File: config.mk
export PLATFORM = sky130hd
export DESIGN_NAME = rx_frame_ctrl
export DESIGN_NICKNAME = d
export VERILOG_FILES = /design/src/rtl/rx_frame_ctrl.sv
export SDC_FILE = /design/constraint.sdc
export NUM_CORES = 1
export LEC_CHECK = 0
export ABC_CLOCK_PERIOD_IN_PS = 1400
export CAP_MARGIN = 20
export CORE_ASPECT_RATIO = 1.5
export CORE_MARGIN = 3
export CORE_UTILIZATION = 25
export CTS_CLUSTER_DIAMETER = 40
export CTS_CLUSTER_SIZE = 30
export DETAILED_ROUTE_END_ITERATION = 8
export PLACE_DENSITY_LB_ADDON = 0.3
export RECOVER_POWER = 50
export SYNTH_ARGS = -nofsm -noshare
export SYNTH_HDL_FRONTEND = slang
export SYNTH_SLANG_ARGS = --single-unit
File: constraint.sdc
create_clock -name clk -period 1.4 [get_ports clk]
set_input_delay 0.28 -clock clk [delete_from_list [all_inputs] [get_ports clk]]
set_output_delay 0.28 -clock clk [all_outputs]
set_load 0.1 [all_outputs]
File: src/rtl/rx_frame_ctrl.sv
// rx_frame_ctrl: frame controller for an asynchronous serial receiver.
// Synchronizes the raw line and detects the start edge. It also runs an
// external bit timer, collects start + 8 data + stop into a shift register,
// checks the stop bit and hands the byte to a consumer.
//
// Consumer handshake: data_ready is the valid flag for rx_data. A byte
// counts as consumed on any rising edge where data_ready = 1 and
// data_read = 1. data_read while data_ready = 0 is ignored. A new byte
// loaded while the old one is still unread overwrites rx_data and raises
// overrun_error, unless data_read consumes the old byte in that same cycle.
module rx_frame_ctrl (
  input  logic       clk,
  input  logic       n_rst,
  input  logic       serial_in,
  input  logic       shift_strobe,
  input  logic       packet_done,
  input  logic       data_read,
  output logic       enable_timer,
  output logic [7:0] rx_data,
  output logic       data_ready,
  output logic       framing_error,
  output logic       overrun_error,
  output logic [2:0] dbg_state
);

  typedef enum logic [2:0] {
    S_IDLE    = 3'd0,
    S_START   = 3'd1,
    S_RECEIVE = 3'd2,
    S_CHECK   = 3'd3,
    S_LOAD    = 3'd4
  } state_t;

  state_t     r_state;
  state_t     w_next_state;

  logic       r_sync1;
  logic       r_sync2;
  logic       r_prev;
  logic [1:0] r_fill;
  logic [8:0] r_shift;
  logic [7:0] r_rx_data;
  logic       r_data_ready;
  logic       r_framing_error;
  logic       r_overrun_error;

  logic       w_line_valid;
  logic       w_start_edge;
  logic       w_enable_timer;
  logic       w_clear_fe;
  logic       w_stop_bad;
  logic       w_load;

  // Two-flop synchronizer plus a previous-value flop for edge detection.
  always_ff @(posedge clk or negedge n_rst) begin
    if (!n_rst) begin
      r_sync1 <= 1'b1;
      r_sync2 <= 1'b1;
      r_prev  <= 1'b1;
    end else begin
      r_sync1 <= serial_in;
      r_sync2 <= r_sync1;
      r_prev  <= r_sync2;
    end
  end

  // Count the cycles after reset until r_prev holds a sample taken from the
  // real line. Until then, the 1s forced into the pipeline by reset could
  // look like a falling edge when the line is already low.
  always_ff @(posedge clk or negedge n_rst) begin
    if (!n_rst) begin
      r_fill <= 2'd0;
    end else if (r_fill != 2'd3) begin
      r_fill <= r_fill + 2'd1;
    end
  end

  assign w_line_valid = (r_fill == 2'd3);
  assign w_start_edge = w_line_valid && r_prev && !r_sync2;

  // Shift register: LSB-first frame enters at bit 8 on every timer strobe.
  always_ff @(posedge clk or negedge n_rst) begin
    if (!n_rst) begin
      r_shift <= 9'h1FF;
    end else if (shift_strobe) begin
      r_shift <= {r_sync2, r_shift[8:1]};
    end
  end

  // FSM state register.
  always_ff @(posedge clk or negedge n_rst) begin
    if (!n_rst) begin
      r_state <= S_IDLE;
    end else begin
      r_state <= w_next_state;
    end
  end

  // FSM next-state logic.
  always_comb begin
    w_next_state = r_state;
    case (r_state)
      S_IDLE:    if (w_start_edge) w_next_state = S_START;
      S_START:   w_next_state = S_RECEIVE;
      S_RECEIVE: if (packet_done) w_next_state = S_CHECK;
      S_CHECK:   w_next_state = r_shift[8] ? S_LOAD : S_IDLE;
      S_LOAD:    w_next_state = S_IDLE;
      default:   w_next_state = S_IDLE;
    endcase
  end

  // FSM outputs: timer enable and the per-state datapath controls.
  always_comb begin
    w_enable_timer = 1'b0;
    w_clear_fe     = 1'b0;
    w_stop_bad     = 1'b0;
    w_load         = 1'b0;
    case (r_state)
      S_START:   w_clear_fe     = 1'b1;
      S_RECEIVE: w_enable_timer = 1'b1;
      S_CHECK:   w_stop_bad     = !r_shift[8];
      S_LOAD:    w_load         = 1'b1;
      default:   ;
    endcase
  end

  // Framing error: cleared when a new frame starts, set on a bad stop bit.
  always_ff @(posedge clk or negedge n_rst) begin
    if (!n_rst) begin
      r_framing_error <= 1'b0;
    end else if (w_clear_fe) begin
      r_framing_error <= 1'b0;
    end else if (w_stop_bad) begin
      r_framing_error <= 1'b1;
    end
  end

  // Output byte, ready flag and overrun flag.
  always_ff @(posedge clk or negedge n_rst) begin
    if (!n_rst) begin
      r_rx_data       <= 8'h00;
      r_data_ready    <= 1'b0;
      r_overrun_error <= 1'b0;
    end else if (w_load) begin
      r_rx_data       <= r_shift[7:0];
      r_data_ready    <= 1'b1;
      r_overrun_error <= r_data_ready && !data_read;
    end else if (data_read && r_data_ready) begin
      r_data_ready    <= 1'b0;
      r_overrun_error <= 1'b0;
    end
  end

  assign enable_timer  = w_enable_timer;
  assign rx_data       = r_rx_data;
  assign data_ready    = r_data_ready;
  assign framing_error = r_framing_error;
  assign overrun_error = r_overrun_error;
  assign dbg_state     = r_state;

endmodule

### After elaboration in Yosys (flattened, before gate mapping)

Index checks and enable logic that the tools add are counted.
Widths: inputs -> output; s select.

* $add $sub $neg: 1
* eq/ne operators: 8
* multiplexer cells: 13
* reduce and logical (&&, ||, !) cells: 11

Operator list (number)
* $pmux 3 s4: 1
* $mux 1: 9
* $mux 3: 3
* $eq 3x2->1 const B: 2
* $ne 2x2->1 const B: 3
* $logic_and 1x1->1: 4
* $reduce_bool 2->1: 2
* $eq 3x1->1 const B: 1
* $eq 3x3->1 const B: 1
* $logic_not 1->1: 3
* $logic_not 3->1: 1
* $add 2x1->2 const B: 1
* $eq 2x2->1 const B: 1
* $reduce_and 2->1: 1

* flip-flop bits (word level): 28
* output and inout port bits: 15

### Depth between registers and ports, before layout

* depth after elaboration: 5
* mapped depth: 4
* gate-level depth less buffers: 3

### Worst setup path before layout

No wires, ideal clock.

* path type: register to output
* start: reg r_state[1] (netlist: dbg_state[1])
* end: out enable_timer
* data arrival time: 3.339 ns
* slack: -2.219 ns
* stages on the path, launching flop included: 3
* path through: dfrtp_1 -> buf_6 -> nor3b_1

* longest elaborated chain between the ends: 2

RTL lines
* start: declaration: line 34 `state_t r_state;`
* start signal: assignment: line 95 `r_state <= w_next_state;`
* $eq 3x2->1: line 118 `case (r_state)`
* $mux 1: line 118
* end: declaration: line 18 `output logic enable_timer,`

Every way passes these cells.

### Final worst setup path

* start: reg r_state[2] (netlist: dbg_state[2])
* end: out enable_timer

The elaborated chain is that of the path after synthesis.

==> results.cfg <==
[status]
status = finished with violations
failed_checks = negative setup slack

[place]
port_buffers = 20
pre_cts_ws_ns = 0.02471
dpl_cell_area_sq_um = 1582
place.detailed.hpwl_um = 1272
gp_congestion = 0.6715

[cts]
cts_max_path_buffers = 2
insertion_delay_ns = 0.27
cts_tree = yes
clk_pin_slew_ns = 0.09
cts_root_buffer = clkbuf_8
cts.sinks = 28
numCtsBuffers = 3
cts_max_level = 1

[cells_and_area]
nNetsFinal = 105
drive_gt1_frac = 0.6701
syn2layout_area_growth_pct = 54.44
stdcell_area_sq_um = 1675
antenna_cells = 0
nFillCells = 387
seqCellArea_sq_um = 725.7
final_util = 0.4123
multi_input_area_sq_um = 379.1

[logic_synthesis]
synth_area_leaders = dfrtp_1 (37%), dfstp_2 (29%), mux2_2 (17%), buf_6 (2.1%), mux2_1 (2.1%)
yosysTopAreaCell = dfrtp_1
netlist_instances = 67
yosys.cell_types.count = 20
yosysWarnings = 0
synth_area_sq_um = 1085
synth-seq-cells = 28
synth.top_cell.area_share = 0.3691
syn_nets = 74
synth-seq-area-share = 0.6597
syn_area_per_cell_sq_um = 16.19

[floorplanning]
die_y_um = 86.68
floorplan.initialDensity = 0.2669
die-area_sq_um = 5182
design.portCount = 21
num_rows = 28
core_sq_um = 4064
dieWidth_um = 59.79

[setup_path]
r2r_cells = 4
cp_slowest_cell = dfrtp_4
slowest_delay_ns = 0.51
required_ns = 1.12
cp-end-kind = primary output
crit_fanout = 4
criticalPathCategory = reg -> out
path_cells = nor3b_4 > buf_12
reg2reg_to = rx_data[1]
cp-start-kind = flip-flop
crit_family = flip-flops
worst-path-buf-inv = 1
reg2reg_slack_ns = -0.02
worstPathArrival_ns = 1.20
reg2reg_from = dbg_state[1]

[routing]
via_per_inst = 4.324
drc = 0
vias = 614
ant_nets = 0
firstDrtPassIters = 3
wl_um = 1724
wl_per_cell_um = 12.14
dr.first_iter.drc_count = 20

[sta]
worst_pin_slew_ns = 0.6585
slew_viol_final = 0
setup_slack_ns = -0.08169
rsz0062_at_grt = yes
setup_tns_ns = -0.2036
max_freq_ghz = 0.6749
period_needed_ns = 1.482
fin_worst_skew_ns = 0.005261
hold_viol = 0
maxSlewHeadroom = 0.5610
finalSetupViolCount = 9
period_share = 1.058

[grt]
grt_max_degree = 29
overflow = 0
track_usage = 0.07801
grt_antenna_before_repair = 0
grt_pass1_vias = 702
grt_pass1_wl_um = 3036

[run]
timing.max_cap.violations = 0

[worst_hold_path]
hold_start = r_sync1
min_to = r_sync2
hp-class = reg -> reg
min_path_cells = 0
==> what timing repair did <==
action                                  in CTS  in global routing
gates resized for setup                      4                  0
hold buffers                                 0                  0
endpoints found under the hold margin        0                  0
buffers inserted                             3                  0
pin swaps                                    0                  1
endpoints found under the setup margin       3                 11
==> cells in the final DEF (no fill, tap or decap), types with 2 or more instances in the layout <==
cell type,instances
xnor2_1,2
buf_4,4
buf_12,16
nand2_1,3
clkbuf_8,3
dfrtp_1,12
mux2_4,8
buf_6,3
mux2_2,10
dfstp_2,12
dfrtp_4,2
dlygate4sd3_1,2
clkdlybuf4s50_1,3
dfrtp_2,2
==> worst max-delay path by stage <==
stage | startpoint | end | cells after the start
6_report | dbg_state[2] | enable_timer | 2
3_5_place_dp | dbg_state[1] | rx_data[0] | 3
2_1_floorplan | dbg_state[1] | enable_timer | 2
3_3_place_gp | dbg_state[1] | rx_data[0] | 3
5_1_grt | dbg_state[1] | enable_timer | 3
4_1_cts | dbg_state[2] | enable_timer | 2
==> cells in the mapped netlist <==
master and instances:
dfrtp_1 16, mux2_2 16, dfstp_2 12, nand2_1 3
buf_6 2, mux2_1 2, nor3b_1 2, xnor2_1 2
a211oi_1 1, a21o_1 1, buf_2 1, ha_1 1
inv_1 1, nand4bb_1 1, nor2_1 1, nor3_1 1
nor3b_2 1, o211a_1 1, o32a_2 1, or4b_1 1
==> through the flow <==
step                      std cells  hold slack, ns
final                           142          0.3639
after global routing            142          0.3710
after CTS                       142          0.3492
after detailed placement        135          0.3526
after global placement          135          0.3465
after floorplan                  67        -0.01559
==> flip-flops by register name (all words and copies together) (netlist names) <==
signal	flops
rx_data	8
framing_error	1
r_fill	2
r_sync1	1
dbg_state	3
r_sync2	1
r_shift	9
overrun_error	1
r_prev	1
data_ready	1
==> layer usage <==
layer | up-vias | share of wire | global-route usage
met2 | 15 | 0.51 | 0.1220
met4 | 0 | 0.031 | 0.05444
met5 | - | 0 | 0
met1 | 298 | 0.41 | 0.09254
li1 | 296 | - | -
met3 | 5 | 0.049 | 0.01639
==> logic make-up (layout without fill, tap and decap cells) <==
kind of cell | after synthesis | in the layout | synth area share
flops | 28 | 28 | 0.6597
mux | 18 | 18 | 0.1868
simple gates | 10 | 10 | 0.06342
compound gates | 4 | 4 | 0.03345
buf+inv | 4 | 34 | 0.02883
xor+xnor | 2 | 2 | 0.01615
fa+ha+maj | 1 | 1 | 0.01153
==> worst reg2reg max path: stages (launching register included) <==
cell     delay (ns)
dfrtp_4        0.49
buf_6          0.13
nor3b_2        0.19
buf_6          0.19
mux2_4         0.31
==> cell type report <==
type | count | area share
Sequential cell | 28 | 0.4332
Timing Repair Buffer | 29 | 0.2621
Multi-Input combinational cell | 35 | 0.2263
Clock inverter | 1 | 0.01792
Inverter | 1 | 0.002240
Clock buffer | 3 | 0.02465
Tap cell | 45 | 0.03361
Power is not shown: default switching activity piles up to over one toggle a cycle in this logic, so the estimate is an artifact.
